[config.mk]
export PLATFORM = sky130hd
export DESIGN_NAME = cdb_rr_arbiter
export DESIGN_NICKNAME = d
export VERILOG_FILES = /design/src/rtl/cdb_rr_arbiter.sv
export SDC_FILE = /design/constraint.sdc
export NUM_CORES = 1
export LEC_CHECK = 0
export CAP_MARGIN = 20
export CORE_MARGIN = 1.5
export CORE_UTILIZATION = 35
export DETAILED_ROUTE_END_ITERATION = 6
export GPL_TIMING_DRIVEN = 0
export HOLD_SLACK_MARGIN = 0.08
export PLACE_DENSITY = 0.86
export SLEW_MARGIN = 20
export SYNTH_ARGS = -nofsm -noshare
export SYNTH_HDL_FRONTEND = slang
export SYNTH_SLANG_ARGS = --single-unit
[constraint.sdc]
create_clock -name clk -period 6.03 [get_ports clk]
set_clock_uncertainty 0.05 [all_clocks]
set_input_delay 0.603 -clock clk [delete_from_list [all_inputs] [get_ports clk]]
set_output_delay 0.603 -clock clk [all_outputs]
set_load 0.05 [all_outputs]
[src/rtl/cdb_rr_arbiter.sv]
// -----------------------------------------------------------------------------
// cdb_rr_arbiter
//   Arbitrates NUM_CH functional-unit producers onto a single common data bus
//   (CDB). The selected producer sees a combinational one-hot accept in the
//   cycle it wins. Its data and label are broadcast from registers on the
//   following cycle. Arbitration is round-robin when RR_MODE=1 and fixed
//   priority (channel 0 highest) when RR_MODE=0.
//
// Parameters
//   NUM_CH   number of producers (2..8)
//   DATA_W   broadcast data width
//   LABEL_W  reservation-station label width (label 0 is never a producer)
//   RR_MODE  1 = round-robin, 0 = fixed priority
//
// Ports
//   clk       in   clock, rising edge
//   RST       in   synchronous active-high reset
//   require   in   [NUM_CH]          per-channel broadcast request
//   dataIn    in   [NUM_CH*DATA_W]   channel i data at [i*DATA_W +: DATA_W]
//   labelIn   in   [NUM_CH*LABEL_W]  channel i label at [i*LABEL_W +: LABEL_W]
//   accept    out  [NUM_CH]          one-hot grant (combinational)
//   BCEN      out  broadcast valid (registered)
//   BCdata    out  [DATA_W]          broadcast data (registered)
//   BClabel   out  [LABEL_W]         broadcast label (registered)
//   protoErr  out  sticky protocol-violation flag (registered)
// -----------------------------------------------------------------------------
module cdb_rr_arbiter #(
  parameter int NUM_CH  = 4,
  parameter int DATA_W  = 32,
  parameter int LABEL_W = 4,
  parameter int RR_MODE = 1
) (
  input  logic                        clk,
  input  logic                        RST,
  input  logic [NUM_CH-1:0]           require,
  input  logic [NUM_CH*DATA_W-1:0]    dataIn,
  input  logic [NUM_CH*LABEL_W-1:0]   labelIn,
  output logic [NUM_CH-1:0]           accept,
  output logic                        BCEN,
  output logic [DATA_W-1:0]           BCdata,
  output logic [LABEL_W-1:0]          BClabel,
  output logic                        protoErr
);

  localparam int PTR_W = (NUM_CH > 1) ? $clog2(NUM_CH) : 1;

  logic [PTR_W-1:0]   ptr_q, ptr_d;
  logic               bcen_q, bcen_d;
  logic [DATA_W-1:0]  bcdata_q, bcdata_d;
  logic [LABEL_W-1:0] bclabel_q, bclabel_d;
  logic               perr_q, perr_d;
  // Channels that requested without being accepted in the previous cycle.
  logic [NUM_CH-1:0]  pend_q, pend_d;

  logic [NUM_CH-1:0]  zero_lbl_s;
  logic [NUM_CH-1:0]  elig_s;
  logic [NUM_CH-1:0]  grant_s;
  logic [PTR_W-1:0]   scan_base_s;
  logic [PTR_W:0]     cand_sum_s;
  logic [PTR_W-1:0]   cand_idx_s;
  logic               grant_vld_s;
  logic [PTR_W-1:0]   grant_idx_s;

  // Per-channel eligibility: a request counts only with a non-zero label.
  always_comb begin
    zero_lbl_s = '0;
    elig_s     = '0;
    for (int i = 0; i < NUM_CH; i++) begin
      zero_lbl_s[i] = (labelIn[i*LABEL_W +: LABEL_W] == {LABEL_W{1'b0}});
      elig_s[i]     = require[i] & ~zero_lbl_s[i];
    end
  end

  // Scan start: the rotating pointer in round-robin mode, channel 0 otherwise.
  always_comb begin
    scan_base_s = '0;
    if (RR_MODE != 0) begin
      scan_base_s = ptr_q;
    end else begin
      scan_base_s = '0;
    end
  end

  // Circular scan from scan_base_s; the first eligible channel wins.
  always_comb begin
    grant_vld_s = 1'b0;
    grant_idx_s = '0;
    cand_sum_s  = '0;
    cand_idx_s  = '0;
    for (int k = 0; k < NUM_CH; k++) begin
      cand_sum_s = {1'b0, scan_base_s} + (PTR_W+1)'(k);
      // Wrap modulo NUM_CH; the sum never reaches 2*NUM_CH.
      if (cand_sum_s >= (PTR_W+1)'(NUM_CH)) begin
        cand_sum_s = cand_sum_s - (PTR_W+1)'(NUM_CH);
      end else begin
        cand_sum_s = cand_sum_s;
      end
      cand_idx_s = cand_sum_s[PTR_W-1:0];
      if (!grant_vld_s && elig_s[cand_idx_s]) begin
        grant_vld_s = 1'b1;
        grant_idx_s = cand_idx_s;
      end else begin
        grant_vld_s = grant_vld_s;
      end
    end
  end

  // One-hot accept, forced low while reset is asserted.
  always_comb begin
    grant_s = '0;
    if (grant_vld_s && !RST) begin
      grant_s[grant_idx_s] = 1'b1;
    end else begin
      grant_s = '0;
    end
  end

  assign accept = grant_s;

  // Next-state: broadcast registers, pointer advance and protocol monitor.
  always_comb begin
    ptr_d     = ptr_q;
    bcen_d    = 1'b0;
    bcdata_d  = '0;
    bclabel_d = '0;
    pend_d    = require & ~grant_s;
    // Sticky: a pending request dropped before accept, or a label-0 request.
    perr_d    = perr_q | (|(pend_q & ~require)) | (|(require & zero_lbl_s));
    if (grant_vld_s) begin
      bcen_d    = 1'b1;
      bcdata_d  = dataIn[int'(grant_idx_s)*DATA_W +: DATA_W];
      bclabel_d = labelIn[int'(grant_idx_s)*LABEL_W +: LABEL_W];
      if (RR_MODE != 0) begin
        if (grant_idx_s == PTR_W'(NUM_CH-1)) begin
          ptr_d = '0;
        end else begin
          ptr_d = grant_idx_s + PTR_W'(1);
        end
      end else begin
        ptr_d = '0;
      end
    end else begin
      ptr_d = ptr_q;
    end
  end

  // State registers with synchronous reset.
  always_ff @(posedge clk) begin
    if (RST) begin
      ptr_q     <= '0;
      bcen_q    <= 1'b0;
      bcdata_q  <= '0;
      bclabel_q <= '0;
      perr_q    <= 1'b0;
      pend_q    <= '0;
    end else begin
      ptr_q     <= ptr_d;
      bcen_q    <= bcen_d;
      bcdata_q  <= bcdata_d;
      bclabel_q <= bclabel_d;
      perr_q    <= perr_d;
      pend_q    <= pend_d;
    end
  end

  assign BCEN     = bcen_q;
  assign BCdata   = bcdata_q;
  assign BClabel  = bclabel_q;
  assign protoErr = perr_q;

endmodule

======== Yosys cells after proc, flatten, opt, wreduce, memory -nomap -nowiden ========
Index checks and enable logic that the tools add are counted.
word-level totals
  bits in registers ....................... 44
  input bits .............................. 150
  output and inout bits ................... 42
  logic and storage cells ................. 84
cells by class
  add/sub/neg operators ................... 8
  magnitude comparators ................... 10
  equality and inequality tests ........... 1
  shift operators ......................... 2
  mux-type cells .......................... 25
  bitwise logic cells ..................... 16
  reductions and logical operators ........ 16
operator list
  kind                   count
  $shiftx A128 B8 Y32    1
  $mux W2                9
  $logic_not A4 Y1       4
  $shiftx A16 B5 Y4      1
  $lt A2 B3 Y1 const B   5
  $and A4 B4 Y4          3
  $mux W1                10
  $ge A3 B3 Y1 const B   3
  $bmux W1 S2            4
  $not A4 Y4             2
  $reduce_or A4 Y1       2
  $sub A2 B1 Y2 const B  4
  $add A2 B2 Y3 const B  2
  $logic_and A1 B1 Y1    5
  $not A1 Y1             5
  $and A1 B1 Y1          4
  $logic_not A1 Y1       4
  $mux W4                1
  $add A2 B1 Y3 const B  1
  $ge A2 B3 Y1 const B   1
  $add A2 B1 Y2 const B  1
  $demux W1 S2           1
  $eq A2 B2 Y1 const B   1
  $ge A2 B1 Y1 const B   1
  2 further kinds        3

======== Logic depth before layout (Yosys ltp) ========
  depth after elaboration ................. 22
  mapped depth ............................ 9
  depth with buffers taken out ............ 7

======== Worst setup path before layout ========
No wires, ideal clock.
  path type ............................... in2out
  from .................................... in labelIn[5]
  to ...................................... out accept[2]
  arrival time ............................ 2,555 ps
  required time ........................... 5,377 ps
  setup slack ............................. 2,822 ps
  stages on the path ...................... 8
  path buffers ............................ 2
  cell sequence ........................... or4_1 > a32o_1 > a221o_1 > buf_6 > buf_6 > inv_2 > ha_1 > and2_1
between the ends
  cells in the longest elaborated chain, start to end .. 20
  elaborated cells on any way between the ends .. 32
  classes of those cells .................. order compare (2); mux (19); bitwise (2); reduce/logical (9)
ends and longest elaborated chain
  item                                                                RTL line  RTL
  start, declared                                                     37        input logic [NUM_CH*LABEL_W-1:0] labelIn,
  $logic_not A4 Y1 *                                                  69        zero_lbl_s[i] = (labelIn[i*LABEL_W +: LABEL_W] == {LABEL_W{1'b0}});
  $not A1 Y1 *                                                        70        elig_s[i] = require[i] & ~zero_lbl_s[i];
  $and A1 B1 Y1 *                                                     70
  $bmux W1 S2                                                         99        if (!grant_vld_s && elig_s[cand_idx_s]) begin
  $mux W1 (implied by the code)                                       99
  $mux W1                                                             99
  $logic_not A1 Y1                                                    99
  $logic_and A1 B1 Y1                                                 99
  [... 4 more ...]                                                    n/a
  $logic_not A1 Y1                                                    99
  $logic_and A1 B1 Y1                                                 99
  $mux W2                                                             99
  $lt A2 B3 Y1 (implied by the code) or $ge A2 B1 Y1 (tied branches)  112       grant_s[grant_idx_s] = 1'b1;
  $logic_and A1 B1 Y1 (implied by the code)                           112
  $mux W1 (implied by the code)                                       112
  $demux W1 S2                                                        112
  $mux W4 *                                                           111       if (grant_vld_s && !RST) begin
  end, declared                                                       38        output logic [NUM_CH-1:0] accept,
Mark *: on every way between the ends. The rest lies on a longest branch, timed or not. The select of a mux whose other input is x is not followed.

======== Worst setup path in the final report ========
  from .................................... in labelIn[3]
  to ...................................... out accept[3]
The elaborated chain is that of the path after synthesis.

==> results.md <==
* Total of warnings raised by yosys at 0
* Busiest grt layer: met2
* Avg Cell Area, Syn at 10.59 µm²
* Hold depth at 2
* GPL Wtd Cong at 0.8317
* Register area at 880.8 µm²
* Final count of hold timing violations at 0
* I/O Buffers at 191
* Crit Path Class: in -> out
* R2R Path End: ptr_q[1]$_SDFFE_PP0P_
* Via Count at 2525
* # setup viols final at 0
* Pwr per Cell Area at 255.9 nW/µm²
* Clk_lat worst skew at 280 ps
* Vias in the first global route at 2723
* Die Width at 84.22 µm
* Synth Register Bits at 44
* Post-synthesis cell count at 218
* Post-Syn Nets at 372
* CTS resizes at 0
* DR iter-0 viols at 38
* Clock Sinks at 44
* Synth top area share at 38.16%
* Setup TNS at 0 ps
* # Post-CTS Setup Buffers at 0
* Cts bufs inserted at 5
* Worst EP arrival at 3710 ps
* Distinct cells, synth at 27
* First-pass DRT Iterations at 4
* Die area at 7092 µm²
* Outcome: completed
* Die H at 84.22 µm
* Tot Pwr at 0.001128 W
* Tmin final at 4368 ps
* Type of origin of the critical path: input port
* Max-cap violations at 0
* Worst Path Required at 5380 ps
* Area after DPL at 4317 µm²
* Share of cells above drive strength 1 at 6.954%
* Fillers at 505
* Commonest non-fill, non-tap cell in the layout: clkdlybuf4s50_1
* Final ANT Viol Nets at 0
* Seq/Total Area, Yosys at 38.16%
* Initial Utilization at 36.35%
* Most frequent cells in the layout: clkdlybuf4s50_1 (191), mux2i_1 (72), dfxtp_1 (44)
* Worst VDD drop at 0.0001525 V
* Finished Cell Area at 4407 µm²
* Cell row count at 29
* Clock slew seen by the registers of the worst setup and hold paths at 80 ps
* RSZ-0062 raised after global routing: false
* Dpl hpwl at 7006 µm
* Drt wl/cell at 17.47 µm
* Post-Route Utilization at 69.40%
* Synthesized area at 2308 µm²
* Final period utilization at 72.44%
* TritonCTS clock tree: built
* Total track usage at 23.71%
* CP max FO at 11
* Area Growth Syn to Fin at 90.89%
* Initial antenna violation count at 0
* Drc violations at 0
* Min-delay worst type: reg -> reg
* Hold buffer count at cts at 0
* Synth area leaders: dfxtp_1 (38%), mux2i_1 (31%), o22ai_1 (9.8%)
* M2 GR Usage at 45.31%
* Reg2Reg Launch Point: ptr_q[1]$_SDFFE_PP0P_
* Nets at 570
* Final WL at 8629 µm
* Area of the multi-input gates at 1294 µm²
* Core Region at 6350 µm²
* Hold Path Sink: protoErr$_SDFF_PP0_
* Worst R2R Setup Slack at 4080 ps
* Final count of pins violating max slew at 0
* Slew headroom at 57.22%
* Leakage dissipation at 1.948 nW
* Fmax at 228.9 MHz
* Hold Crit Start: protoErr$_SDFF_PP0_
* Leading area contributor after synthesis: dfxtp_1
* Global-route wire length before repair at 13300 µm
* Ant. Diodes at 0
* H-tree depth at 2
* Clock buffer depth at 2
* Worst Reg2Reg Path Length in Cells at 9
* Clk root buf: clkbuf_8
* CP endpoint kind: primary output
* GR Util met1 at 26.34%
* Worst-Margin Slew at 633.5 ps
* M3 GR Usage at 5.801%
* Largest net degree at the start of global routing at 13
* Grt total ovfl at 0
* Ports at 192
* Vias per cell at 5.111
-- cells in the mapped netlist --
cell / instances
ha_1: 4
mux2i_1: 72
nand2_2: 2
or4_1: 2
nor2_1: 5
o41ai_2: 3
inv_1: 2
nand3b_1: 1
mux2_1: 1
a32o_1: 1
o221a_2: 1
a221o_1: 1
o41ai_1: 1
a31oi_1: 1
a21oi_1: 5
and2_1: 5
nor3_1: 1
inv_2: 2
nand4_1: 2
nor3b_1: 1
buf_6: 7
buf_2: 8
nand2b_1: 4
nor2b_1: 1
o22ai_1: 36
o21ai_0: 5
dfxtp_1: 44
-- routing by layer --
layer / share of wire (%) / routed length, µm / vias up
li1: - / - / 1229
met5: 0 / 0 / -
met2: 52 / 4507 / 114
met3: 6.9 / 594 / 10
met4: 1.3 / 116 / 0
met1: 40 / 3412 / 1172
-- worst max-delay path: stages --
cell             delay [ps]
clkdlybuf4s50_1         440
o41ai_1                 650
o21ai_0                 150
a221o_1                 340
buf_6                   170
buf_6                   160
inv_2                    60
ha_1                    170
and2_1                  150
clkdlybuf4s50_1         810
-- logic make-up after synthesis --
| logic type | synth area share [%] |
|---|---|
| muxes | 31.71 |
| AOI/OAI and AO/OA | 16.04 |
| DFF | 38.16 |
| and+or+nand+nor | 6.124 |
| buffers and inverters | 5.800 |
| adders and majority gates | 2.168 |
-- through the flow --
stage          std cells  hold slack, ps  setup WS (ps)
2_1_floorplan        218           439.4           2822
3_3_place_gp         486           424.3           1675
3_5_place_dp         486           418.8           1664
4_1_cts              494           447.1           1648
5_1_grt              494           488.7           1451
6_report             494           442.0           1662
-- state kept, by name (all words and copies together) (netlist names) --
register	cells
ptr_q	2
BClabel	4
protoErr	1
pend_q	4
BCEN	1
BCdata	32
-- power breakdown --
group | internal [W] | switching (W) | total [W] | leakage (nW)
registers | 0.000338 | 0.0000136 | 0.000351 | 0.366
clock network | 0.0000936 | 0.0000952 | 0.000189 | 0.0455
logic | 0.000266 | 0.000321 | 0.000588 | 1.54
-- area by class of cell --
cell class / count / share of cell area [%]
clock buffers: 8 / 2.044
plain buffers: 15 / 2.697
multi-input cells: 155 / 29.36
well taps: 77 / 2.186
inverters: 4 / 0.3407
flip-flops and latches: 44 / 19.99
repair buffers: 191 / 43.38
-- worst max path at each step --
stage | start | end | slack [ps] | cells after the start
floorplan | labelIn[5] | accept[2] | 2820 | 8
CTS | labelIn[3] | accept[3] | 1650 | 10
detailed placement | labelIn[3] | accept[3] | 1660 | 10
finish | labelIn[3] | accept[3] | 1660 | 10
global route | labelIn[3] | accept[3] | 1450 | 10
global placement | labelIn[3] | accept[2] | 1670 | 10
Power figures use the tool's default switching activity.
